--- config.mk ---
export PLATFORM = sky130hd
export DESIGN_NAME = controle_multiciclo_flat
export DESIGN_NICKNAME = d
export VERILOG_FILES = /design/src/rtl/controle_multiciclo_if.sv /design/src/rtl/controle_multiciclo.sv /design/src/flat_wrapper.sv
export SDC_FILE = /design/constraint.sdc
export NUM_CORES = 1
export LEC_CHECK = 0
export ABC_AREA = 1
export CORE_MARGIN = 3
export CORE_UTILIZATION = 39
export DETAILED_ROUTE_END_ITERATION = 7
export HOLD_SLACK_MARGIN = 0.03
export MAX_ROUTING_LAYER = met4
export PLACE_DENSITY = 0.84
export SYNTH_ARGS = -nofsm -noshare
export SYNTH_HDL_FRONTEND = slang
export SYNTH_SLANG_ARGS = --single-unit
--- constraint.sdc ---
create_clock -name clk -period 2.3 [get_ports clk]
set_input_delay 0.46 -clock clk [delete_from_list [all_inputs] [get_ports clk]]
set_output_delay 0.46 -clock clk [all_outputs]
set_load 0.01 [all_outputs]
--- src/rtl/controle_multiciclo_if.sv ---
// Control bundle between the multicycle FSM and the MIPS datapath.
// master: FSM side (takes IR fields/mem_ready, drives controls); slave: datapath side.
interface controle_multiciclo_if;
  logic [5:0] opcode;
  logic [5:0] func;
  logic       mem_ready;
  logic       PCWrite;
  logic       PCWriteCond;
  logic       IorD;
  logic       MemRead;
  logic       MemWrite;
  logic       IRWrite;
  logic       RegDst;
  logic       MemtoReg;
  logic       RegWrite;
  logic       ALUSrcA;
  logic [1:0] ALUSrcB;
  logic [1:0] ALUOp;
  logic [1:0] PCSrc;
  logic       instr_done;
  logic       invalid;
  logic [3:0] state;

  modport master (
    input  opcode, func, mem_ready,
    output PCWrite, PCWriteCond, IorD,
    output MemRead, MemWrite, IRWrite,
    output RegDst, MemtoReg, RegWrite,
    output ALUSrcA, ALUSrcB, ALUOp, PCSrc,
    output instr_done, invalid, state
  );

  modport slave (
    output opcode, func, mem_ready,
    input  PCWrite, PCWriteCond, IorD,
    input  MemRead, MemWrite, IRWrite,
    input  RegDst, MemtoReg, RegWrite,
    input  ALUSrcA, ALUSrcB, ALUOp, PCSrc,
    input  instr_done, invalid, state
  );
endinterface

--- src/rtl/controle_multiciclo.sv ---
// Multicycle MIPS main control FSM: fetch/decode/execute/mem/writeback.
// Ports: clk, reset_n (async low), bus (controle_multiciclo_if.master).
module controle_multiciclo (
  input logic                   clk,
  input logic                   reset_n,
  controle_multiciclo_if.master bus
);

  typedef enum logic [3:0] {
    S_IDLE     = 4'd0,
    S_FETCH    = 4'd1,
    S_DECODE   = 4'd2,
    S_MEMADR   = 4'd3,
    S_MEMREAD  = 4'd4,
    S_MEMWB    = 4'd5,
    S_MEMWRITE = 4'd6,
    S_EXECUTE  = 4'd7,
    S_ALUWB    = 4'd8,
    S_BRANCH   = 4'd9,
    S_ADDIEX   = 4'd10,
    S_ADDIWB   = 4'd11,
    S_JUMP     = 4'd12,
    S_JR       = 4'd13,
    S_ERROR    = 4'd15
  } state_t;

  localparam logic [5:0] OP_R    = 6'b000000;
  localparam logic [5:0] OP_LW   = 6'b100011;
  localparam logic [5:0] OP_SW   = 6'b101011;
  localparam logic [5:0] OP_BEQ  = 6'b000100;
  localparam logic [5:0] OP_ADDI = 6'b001000;
  localparam logic [5:0] OP_J    = 6'b000010;
  localparam logic [5:0] FN_JR   = 6'b001000;

  state_t st, nx;
  logic   lw_q, lw_d;

  logic       pcw, pcwc, iord;
  logic       mrd, mwr, irw;
  logic       rdst, m2r, rw;
  logic       asa;
  logic [1:0] asb, aop, psrc;
  logic       done, inv;

  logic is_mem, is_jr, is_r;
  logic is_beq, is_addi, is_j;

  assign is_mem  = (bus.opcode == OP_LW)
                 | (bus.opcode == OP_SW);
  assign is_jr   = (bus.opcode == OP_R)
                 & (bus.func == FN_JR);
  assign is_r    = (bus.opcode == OP_R)
                 & (bus.func != FN_JR);
  assign is_beq  = bus.opcode == OP_BEQ;
  assign is_addi = bus.opcode == OP_ADDI;
  assign is_j    = bus.opcode == OP_J;

  always_ff @(posedge clk or negedge reset_n) begin
    if (!reset_n) begin
      st   <= S_IDLE;
      lw_q <= 1'b0;
    end else begin
      st   <= nx;
      lw_q <= lw_d;
    end
  end

  always_comb begin
    nx   = st;
    lw_d = lw_q;
    pcw  = 1'b0;
    pcwc = 1'b0;
    iord = 1'b0;
    mrd  = 1'b0;
    mwr  = 1'b0;
    irw  = 1'b0;
    rdst = 1'b0;
    m2r  = 1'b0;
    rw   = 1'b0;
    asa  = 1'b0;
    asb  = 2'b00;
    aop  = 2'b00;
    psrc = 2'b00;
    done = 1'b0;
    inv  = 1'b0;
    unique case (st)
      S_IDLE: nx = S_FETCH;
      S_FETCH: begin
        mrd = 1'b1;
        asb = 2'b01;
        irw = bus.mem_ready;
        pcw = bus.mem_ready;
        if (bus.mem_ready) nx = S_DECODE;
      end
      S_DECODE: begin
        asb  = 2'b11;
        // remember lw vs sw; IR may not hold it later
        lw_d = bus.opcode == OP_LW;
        unique case (1'b1)
          is_mem:  nx = S_MEMADR;
          is_jr:   nx = S_JR;
          is_r:    nx = S_EXECUTE;
          is_beq:  nx = S_BRANCH;
          is_addi: nx = S_ADDIEX;
          is_j:    nx = S_JUMP;
          default: nx = S_ERROR;
        endcase
      end
      S_MEMADR: begin
        asa = 1'b1;
        asb = 2'b10;
        nx  = lw_q ? S_MEMREAD : S_MEMWRITE;
      end
      S_MEMREAD: begin
        mrd  = 1'b1;
        iord = 1'b1;
        if (bus.mem_ready) nx = S_MEMWB;
      end
      S_MEMWB: begin
        rw   = 1'b1;
        m2r  = 1'b1;
        done = 1'b1;
        nx   = S_FETCH;
      end
      S_MEMWRITE: begin
        mwr  = 1'b1;
        iord = 1'b1;
        done = bus.mem_ready;
        if (bus.mem_ready) nx = S_FETCH;
      end
      S_EXECUTE: begin
        asa = 1'b1;
        aop = 2'b10;
        nx  = S_ALUWB;
      end
      S_ALUWB: begin
        rw   = 1'b1;
        rdst = 1'b1;
        done = 1'b1;
        nx   = S_FETCH;
      end
      S_BRANCH: begin
        asa  = 1'b1;
        aop  = 2'b01;
        pcwc = 1'b1;
        psrc = 2'b01;
        done = 1'b1;
        nx   = S_FETCH;
      end
      S_ADDIEX: begin
        asa = 1'b1;
        asb = 2'b10;
        nx  = S_ADDIWB;
      end
      S_ADDIWB: begin
        rw   = 1'b1;
        done = 1'b1;
        nx   = S_FETCH;
      end
      S_JUMP: begin
        pcw  = 1'b1;
        psrc = 2'b10;
        done = 1'b1;
        nx   = S_FETCH;
      end
      S_JR: begin
        pcw  = 1'b1;
        psrc = 2'b11;
        done = 1'b1;
        nx   = S_FETCH;
      end
      S_ERROR: inv = 1'b1;
      default: nx = S_ERROR;
    endcase
  end

  assign bus.PCWrite     = pcw;
  assign bus.PCWriteCond = pcwc;
  assign bus.IorD        = iord;
  assign bus.MemRead     = mrd;
  assign bus.MemWrite    = mwr;
  assign bus.IRWrite     = irw;
  assign bus.RegDst      = rdst;
  assign bus.MemtoReg    = m2r;
  assign bus.RegWrite    = rw;
  assign bus.ALUSrcA     = asa;
  assign bus.ALUSrcB     = asb;
  assign bus.ALUOp       = aop;
  assign bus.PCSrc       = psrc;
  assign bus.instr_done  = done;
  assign bus.invalid     = inv;
  assign bus.state       = st;

endmodule

--- src/flat_wrapper.sv ---
// flat-port wrapper written by rule: the top's interface ports become plain ports
module controle_multiciclo_flat 
  (clk, reset_n, bus_opcode, bus_func, bus_mem_ready, bus_PCWrite, bus_PCWriteCond, bus_IorD, bus_MemRead, bus_MemWrite, bus_IRWrite, bus_RegDst, bus_MemtoReg, bus_RegWrite, bus_ALUSrcA, bus_ALUSrcB, bus_ALUOp, bus_PCSrc, bus_instr_done, bus_invalid, bus_state);
  controle_multiciclo_if bus_i ();
  input logic clk;
  input logic reset_n;
  input wire logic [$bits(bus_i.opcode)-1:0] bus_opcode;
  input wire logic [$bits(bus_i.func)-1:0] bus_func;
  input wire logic [$bits(bus_i.mem_ready)-1:0] bus_mem_ready;
  output wire logic [$bits(bus_i.PCWrite)-1:0] bus_PCWrite;
  output wire logic [$bits(bus_i.PCWriteCond)-1:0] bus_PCWriteCond;
  output wire logic [$bits(bus_i.IorD)-1:0] bus_IorD;
  output wire logic [$bits(bus_i.MemRead)-1:0] bus_MemRead;
  output wire logic [$bits(bus_i.MemWrite)-1:0] bus_MemWrite;
  output wire logic [$bits(bus_i.IRWrite)-1:0] bus_IRWrite;
  output wire logic [$bits(bus_i.RegDst)-1:0] bus_RegDst;
  output wire logic [$bits(bus_i.MemtoReg)-1:0] bus_MemtoReg;
  output wire logic [$bits(bus_i.RegWrite)-1:0] bus_RegWrite;
  output wire logic [$bits(bus_i.ALUSrcA)-1:0] bus_ALUSrcA;
  output wire logic [$bits(bus_i.ALUSrcB)-1:0] bus_ALUSrcB;
  output wire logic [$bits(bus_i.ALUOp)-1:0] bus_ALUOp;
  output wire logic [$bits(bus_i.PCSrc)-1:0] bus_PCSrc;
  output wire logic [$bits(bus_i.instr_done)-1:0] bus_instr_done;
  output wire logic [$bits(bus_i.invalid)-1:0] bus_invalid;
  output wire logic [$bits(bus_i.state)-1:0] bus_state;
  assign bus_i.opcode = bus_opcode;
  assign bus_i.func = bus_func;
  assign bus_i.mem_ready = bus_mem_ready;
  assign bus_PCWrite = bus_i.PCWrite;
  assign bus_PCWriteCond = bus_i.PCWriteCond;
  assign bus_IorD = bus_i.IorD;
  assign bus_MemRead = bus_i.MemRead;
  assign bus_MemWrite = bus_i.MemWrite;
  assign bus_IRWrite = bus_i.IRWrite;
  assign bus_RegDst = bus_i.RegDst;
  assign bus_MemtoReg = bus_i.MemtoReg;
  assign bus_RegWrite = bus_i.RegWrite;
  assign bus_ALUSrcA = bus_i.ALUSrcA;
  assign bus_ALUSrcB = bus_i.ALUSrcB;
  assign bus_ALUOp = bus_i.ALUOp;
  assign bus_PCSrc = bus_i.PCSrc;
  assign bus_instr_done = bus_i.instr_done;
  assign bus_invalid = bus_i.invalid;
  assign bus_state = bus_i.state;
  controle_multiciclo u_core (.clk(clk), .reset_n(reset_n), .bus(bus_i));
endmodule
======== Yosys cells after proc, flatten, opt, wreduce, memory -nomap -nowiden ========
Cells that the tools add are included.
cells by class
  equality and inequality tests ........... 24
  multiplexer cells ....................... 21
  bitwise operators ....................... 4
  reductions and logical operators ........ 11
operators with widths
  cell                  count
  $pmux W4 S9           1
  $eq A4 B4 Y1 const B  7
  $pmux W4 S6           1
  $eq A4 B3 Y1 const B  4
  $eq A6 B4 Y1 const B  2
  $eq A6 B6 Y1 const B  2
  $mux W4               3
  $pmux W2 S3           2
  $mux W1               10
  $eq A4 B2 Y1 const B  2
  $reduce_or A2 Y1      4
  $reduce_or A7 Y1      1
  $eq A6 B2 Y1 const B  1
  $eq A6 B3 Y1 const B  1
  $logic_not A6 Y1      1
  $ne A2 B2 Y1 const B  3
  $ne A6 B4 Y1 const B  1
  $reduce_or A6 Y1      1
  $eq A4 B1 Y1 const B  1
  $logic_not A4 Y1      1
  $pmux W1 S2           2
  $pmux W2 S2           1
  $reduce_and A4 Y1     1
  $reduce_or A4 Y1      1
  5 further kinds       6
storage, ports and cells
  bits in registers ....................... 5
  input bits .............................. 15
  word-level logic and storage cells ...... 62

======== Logic depth before layout (Yosys ltp) ========
  depth after elaboration ................. 4
  depth in mapped cells ................... 9
  depth with buffers taken out ............ 9

======== Worst setup path after synthesis ========
Ideal clock, no wire load.
  path kind ............................... register to output
  start point ............................. reg u_core.st[1] (netlist: u_core.bus.state[1])
  end point ............................... out bus_instr_done
  data arrival time ....................... 1.347 ns
  setup slack ............................. 0.493 ns
  cell stages (with the launch flop) ...... 9
  cell sequence ........................... dfrtp_1 > buf_2 > inv_2 > nand2_1 > nor2_1 > nor2_1 > o21ai_0 > a21oi_1 > nand2_1
between the ends
  word-level cells in the longest chain between the ends .. 3
  elaborated cells between the ends (all ways) .. 9
  classes of those cells .................. 7 x eq/ne; 1 x mux; 1 x reduce/logical
ends and longest elaborated chain
  what                                          line                       source
  from (decl)                                   controle_multiciclo.sv:35  state_t st, nx;
  from (signal assigned)                        controle_multiciclo.sv:63  st <= nx;
  $eq A4 B3 Y1 or $eq A4 B4 Y1 (tied branches)  controle_multiciclo.sv:86  unique case (st)
  $reduce_or A6 Y1 (no source line)             --
  $pmux W1 S2 *                                 controle_multiciclo.sv:86
  to (decl)                                     flat_wrapper.sv:23         output wire logic [$bits(bus_i.instr_done)-1:0] bus_instr_done;
Mark *: on every way between the ends. The rest lies on a longest branch, timed or not.

======== Worst setup path after layout ========
  start point ............................. reg u_core.st[2] (netlist: u_core.bus.state[2])
  end point ............................... out bus_ALUSrcB[1]
between the ends
  word-level cells in the longest chain between the ends .. 3
  elaborated cells between the ends (all ways) .. 6
  classes of those cells .................. 4 x eq/ne; 1 x mux; 1 x reduce/logical
ends and longest elaborated chain
  what                                          line                       source
  $eq A4 B2 Y1 or $eq A4 B4 Y1 (tied branches)  controle_multiciclo.sv:86
  $reduce_or A2 Y1 (no source line)             --
  $pmux W2 S3 *                                 controle_multiciclo.sv:86
  to (decl)                                     flat_wrapper.sv:20         output wire logic [$bits(bus_i.ALUSrcB)-1:0] bus_ALUSrcB;
Marked as above.

==> results.json <==
{
  "status": "finished, final reports clean",
  "power_share_of_the_sequential_group": 0.160,
  "utilization": 0.758,
  "clock_skew_ns": 0.00659,
  "cts_hold_buf": 0,
  "critical_path_required_ns": 1.84,
  "maxCapViolations": 0,
  "ctsHtreeMaxLevel": 1,
  "crit_fanout": 4,
  "dp_cells": 167,
  "final.hold.worst_slack_ns": 0.439,
  "synth.yosys.seq_area_share": 0.209,
  "timing.fmax_ghz": 0.444,
  "synth_area_per_cell_um2": 5.11,
  "finalNetCount": 175,
  "first_pass_grt_wire_length_um": 2970,
  "drtPass1Iterations": 4,
  "netlist-cell-type-count": 16,
  "worst-path-stages": 6,
  "ir_drop_worst_case_vdd_mv": 0.479,
  "drtAntennaViolNets": 0,
  "grt_pass1_vias": 729,
  "cp_top_family": "buffers and inverters",
  "power.share.switching": 0.470,
  "post-synth-top-area-fraction": 0.232,
  "min-delay-path-class": "in2async",
  "grt_use_total": 0.208,
  "num_vias": 846,
  "critical_path.endpoint_type": "output port",
  "mapped_cells": 117,
  "cts.sink_count": 5,
  "pwr_density_cell_mw_per_mm2": 1160,
  "wl_um": 1910,
  "clkLatencyLatePin_ns": 0.25,
  "rsz0062_at_grt": "true",
  "number_of_drc_markers_in_iteration_0": 34,
  "mappedNetlistArea_um2": 598,
  "dieHeight_um": 45.2,
  "slew_viol_final": 0,
  "cp.arrival_ns": 1.79,
  "hold_viol": 0,
  "io-pin-count": 37,
  "cts_max_path_buffers": 2,
  "total_switching_power_mw": 0.565,
  "slowest_stage": "clkdlybuf4s50_1",
  "p_comb_frac": 0.751,
  "grt_max_degree": 8,
  "viasPerCell": 4.86,
  "r2r.worst_path.cells": 7,
  "cts_tree": "yes",
  "placement_rows": 13,
  "path_cells": "inv_1 > nand2_1 > nor2_2 > nor2_1 > nand2_1 > clkdlybuf4s50_1",
  "clock_pin_slew_of_the_registers_on_the_worst_case_setup_and_hold_paths_ns": 0.05,
  "place_congestion": 0.857,
  "initial_antenna_violation_count": 0,
  "synth-warning-count": 0,
  "routedWlPerCell_um": 11.0,
  "root_buffer": "clkbuf_4",
  "finish.cell_count_without_fillers": 174,
  "numCtsBuffers": 3,
  "finalCritPeriodShare": 0.980,
  "initial_utilization": 0.438,
  "design.die.area_mm2": 0.00204,
  "layout-area-overhead-vs-synth_pct": 73.2,
  "detail_route.drc_violations": 0,
  "ys_seq_elements": 5,
  "worst_path_largest_cell_delay_ns": 0.55,
  "place.port_buffers": 36,
  "clock_power_share": 0.089,
  "core_region_area_mm2": 0.00137,
  "finalWorstPathRequiredPeriod_ns": 2.25,
  "critical_path.startpoint_type": "register",
  "critical-path-top-cell-by-count": "nand2_1",
  "yosys.area.top_type": "nor2_1",
  "grt.overflow.total": 0,
  "worst-setup-path-type": "reg2out",
  "diodes": 0,
  "layout-drive-gt1-share": 0.119,
  "synth_fp_nets": 132,
  "die_w_um": 45.2,
  "synthTopCellsByArea": "nor2_1 23%, dfrtp_1 21%, nand2_1 18%, inv_1 11%, nand3_1 9.2%",
  "cp.buffers_inverters": 2,
  "cell_internal_pwr_mw": 0.638,
  "slew-limit-headroom": 0.831,
  "post-dp-hpwl_um": 1590,
  "timing_worst_slew_pin_value_ns": 0.253,
  "setup_viol": 0,
  "power.leakage_nw": 0.545
}
## cell usage in the layout (no fill, tap or decap)
master / instances
a21oi_1: 4
or2_2: 1
nor2_1: 32
clkdlybuf4s50_1: 34
nand2_2: 1
dlygate4sd2_1: 1
nand2_1: 28
clkbuf_1: 1
o22ai_1: 1
dfrtp_2: 1
nor2_2: 5
nand3_1: 11
nand3_2: 1
o211ai_1: 1
dlymetal6s2s_1: 1
inv_2: 2
o21ai_0: 5
o21ai_2: 1
clkbuf_4: 3
inv_1: 17
dfrtp_1: 4
buf_4: 4
## path summary, 6_finish.rpt
kind | from | slack [ns] | endpoint
max | u_core.bus.state[2]$_DFFE_PN0P_ | 0.05 | bus_ALUSrcB[1]
min | reset_n | 0.44 | u_core.bus.state[3]$_DFFE_PN0P_
max reg2reg | u_core.bus.state[3]$_DFFE_PN0P_ | 0.91 | u_core.bus.state[2]$_DFFE_PN0P_
min reg2reg | u_core.lw_q$_DFFE_PN0P_ | 0.51 | u_core.lw_q$_DFFE_PN0P_
max in group asynchronous | reset_n | 1.63 | u_core.bus.state[0]$_DFFE_PN0P_
min in group clk | u_core.lw_q$_DFFE_PN0P_ | 0.51 | u_core.lw_q$_DFFE_PN0P_
## metal layers
metal	wire [µm]	track usage
met5	0	-
met4	52	0.105
met3	140	0.0438
met2	978	0.373
met1	738	0.209
## cell families (layout without fill, tap and decap cells)
group,count (synthesis),count (layout),synth area share
DFF,5,5,0.209
buffers and inverters,21,63,0.140
and+or+nand+nor,79,79,0.538
AOI/OAI and AO/OA,12,12,0.113
## cells in the mapped netlist
master / instances
dfrtp_1: 5
buf_4: 1
inv_1: 18
o21ai_0: 5
nor2_1: 37
o22ai_1: 1
o211ai_1: 1
nand2_1: 28
inv_2: 1
nand3_1: 11
or2_2: 1
nand2_2: 1
nand3_2: 1
a21oi_1: 4
buf_2: 1
o21ai_2: 1
## power by group through the flow
stage	logic, mW	clock network [mW]	registers [mW]
6_report	0.904	0.107	0.192
5_1_grt	0.991	0.112	0.198
4_1_cts	0.889	0.107	0.185
3_5_place_dp	0.871	0	0.187
3_3_place_gp	0.861	0	0.183
2_1_floorplan	0.451	0	0.184
## flip-flops by register name, summed over array words and instances, names as in the netlist
signal	cells
u_core.lw_q	1
u_core.bus.state	4
## metrics by stage
stage               TNS (ns)  cell area (µm²)  setup slack (ns)  power [mW]
finish                     0             1040            0.0468        1.20
global route         -0.0764             1040           -0.0376        1.30
CTS                        0             1010            0.0398        1.18
detailed placement         0              972             0.112        1.06
global placement           0              972             0.124        1.04
floorplan                  0              598             0.493       0.635
## worst reg2reg max path, stage by stage (launching register included)
cell	delay, ns
dfrtp_1	0.44
nor2_2	0.20
nand3_2	0.17
nand2_1	0.12
nand2_2	0.08
o21ai_2	0.08
nor2_1	0.06
a21oi_1	0.17
## cell type report
| type | instances | area (µm²) |
|---|---|---|
| multi-input cells | 91 | 402 |
| repair buffers | 40 | 392 |
| fillers | 114 | 330 |
| flip-flops and latches | 5 | 126 |
| inverters | 19 | 71.3 |
| clock buffers | 4 | 26.3 |
| well taps | 15 | 18.8 |
## repair_timing
item                                    4_1_cts  5_1_grt
pin swaps                                     1        0
setup buffers                                 2        1
endpoints found under the hold margin         0        0
endpoints found under the setup margin        2        7
resized for setup                             3        6
No activity file was read; power rests on OpenSTA's default activity.
==> patch: new RTL, config.mk and constraints unchanged <==
Make the reset (`reset_n`) synchronous in one clocked block. Comments in the files are not updated.
--- a/src/rtl/controle_multiciclo.sv
+++ b/src/rtl/controle_multiciclo.sv
@@ -56,5 +56,5 @@
   assign is_j    = bus.opcode == OP_J;
 
-  always_ff @(posedge clk or negedge reset_n) begin
+  always_ff @(posedge clk) begin
     if (!reset_n) begin
       st   <= S_IDLE;
Function: differs if reset_n is asserted again (counterexample within 4 cycles, from zero or initial values and one cycle with reset_n low); with reset_n held inactive, the same outputs for 10 cycles.
==> patch against the unedited design <==
Setup slack barely moved; combinational power fell by 28%; sequential cell count stayed put; wire length shrank 0.26%; critical path depth decreased by 2; sequential power is 7% lower; total power fell by 22%; area after synthesis is 2.1% lower; design area shrank 4.7%; critical path type is now in2out.
==> patch: results (changes against the unedited design) <==
[status]
outcome = completed

[global_routing]
grt_use_total_pct = 22.14  ; +1.3 points
grt_start_max_net_pins = 10  ; +2
grt_pass1_wl_mm = 3.167  ; +6.5%

[clock_network]
cts_setup_buffers = 0  ; -2
cts-root-buf = clkbuf_4

[timing]
tightestPinTransition_ps = 261.5  ; +8.577 ps
fin_skew_ps = 7.465  ; +0.8756 ps

[final_layout]
final_layout_size_suffix_gt1_share_pct = 12.93  ; +0.98 points
nets = 163  ; -6.9%
nFillCells = 129  ; +13%
fin_util_pct = 73.12  ; -2.7 points

[setup_path]
reg2reg_to = u_core.bus.state[1]$_SDFFE_PN0P_
r2r-start = u_core.bus.state[2]$_SDFFE_PN0P_
rrSetupSlack_ps = 1020  ; +110 ps
crit_end = bus_PCWrite
crit_start = bus_mem_ready

[place]
place_congestion = 0.8415  ; -1.8%
dp_hpwl_mm = 1.604  ; +0.68%
port_buffers = 36  ; unchanged

[yosys]
synthTopCellsByCount = nand2_1, nor2_1, inv_1
synth_area_leaders = dfxtp_1, nand2_1, nor2_1
synth_fp_nets = 124  ; -6.1%
synth.distinct_cells = 21  ; +5
ys_async_sr_fraction_pct = 0  ; -100 points
synth_top_flop_cell = dfxtp_1
ys_seq_area_share_pct = 17.09  ; -3.8 points

[min_path]
hold_class = reg2reg

[pwr]
p_leak_nw = 0.4780  ; -12%
peakVddDrop_mv = 0.6791  ; +42%

[drt]
viasPerCell = 5.025  ; +3.3%
routedWlPerCell_um = 11.76  ; +7.1%
drtIter0Drc = 19  ; -44%

-- patch: cell count changes after synthesis, sizes merged, moves of 2 or more --
cell / change
a21oi: +2
dfrtp: -5
dfxtp: +5
nand2: -4
nor2: -13
nor3: +3
-- patch: where the power goes --
group          internal [mW]  switching [mW]
clock                 0.0659          0.0412
sequential             0.124          0.0541
combinational          0.312           0.338
-- patch: repair_timing --
item                       in CTS  in global routing
setup endpoints to repair       2                  2
gates resized for setup         3                  5
pin swaps                       0                  0
-- patch: worst min-delay path, stage by stage (launching register included) --
cell     delay (ps)
dfxtp_1         300
o21ai_0         150
a21oi_1          50
-- patch: logic make-up after synthesis --
logic type / after synthesis / synth area share (%)
buffers and inverters: 23 / 17.31
AND/OR/NAND/NOR: 64 / 48.72
AO/OA/AOI/OAI: 17 / 16.88
flip-flops: 5 / 17.09
-- patch: worst min-delay path by stage --
stage	startpoint	end	slack, ps	cells past startpoint
finish	u_core.lw_q$_SDFFE_PN0P_	u_core.lw_q$_SDFFE_PN0P_	550	2
CTS	u_core.lw_q$_SDFFE_PN0P_	u_core.lw_q$_SDFFE_PN0P_	550	2
detailed placement	u_core.lw_q$_SDFFE_PN0P_	u_core.lw_q$_SDFFE_PN0P_	540	2
global route	u_core.lw_q$_SDFFE_PN0P_	u_core.lw_q$_SDFFE_PN0P_	570	2
global placement	u_core.lw_q$_SDFFE_PN0P_	u_core.lw_q$_SDFFE_PN0P_	530	2
floorplan	u_core.lw_q$_SDFFE_PN0P_	u_core.lw_q$_SDFFE_PN0P_	500	2
-- patch: metal layers --
layer / vias to the layer above / routed length [um] / GRT usage, %
li1: 424 / - / -
met3: 4 / 110 / 7.171
met2: 28 / 932 / 34.10
met1: 358 / 842 / 27.85
met4: 0 / 21 / 5.422
met5: - / 0 / -
-- patch: final cells by class --
class                      count  area [um2]  share of cell area, %
clock buffer                   4       26.28                  2.662
multi-input combinational     81       391.6                  39.67
timing repair buffer          37       371.6                  37.64
inverter                      20       75.07                  7.605
sequential                     5       103.9                  10.52
tap                           15       18.77                  1.901
-- patch: through the flow --
| stage | instances | worst slack [ps] | instance area, um2 | total power [mW] |
|---|---|---|---|---|
| finish | 162 | 46.96 | 987.2 | 0.9357 |
| global route | 162 | 14.92 | 987.2 | 1.015 |
| CTS | 162 | 18.56 | 973.4 | 0.9281 |
| detailed placement | 158 | 67.14 | 945.9 | 0.8202 |
| global placement | 158 | 86.52 | 945.9 | 0.8104 |
| floorplan | 109 | 583.5 | 585.6 | 0.5271 |
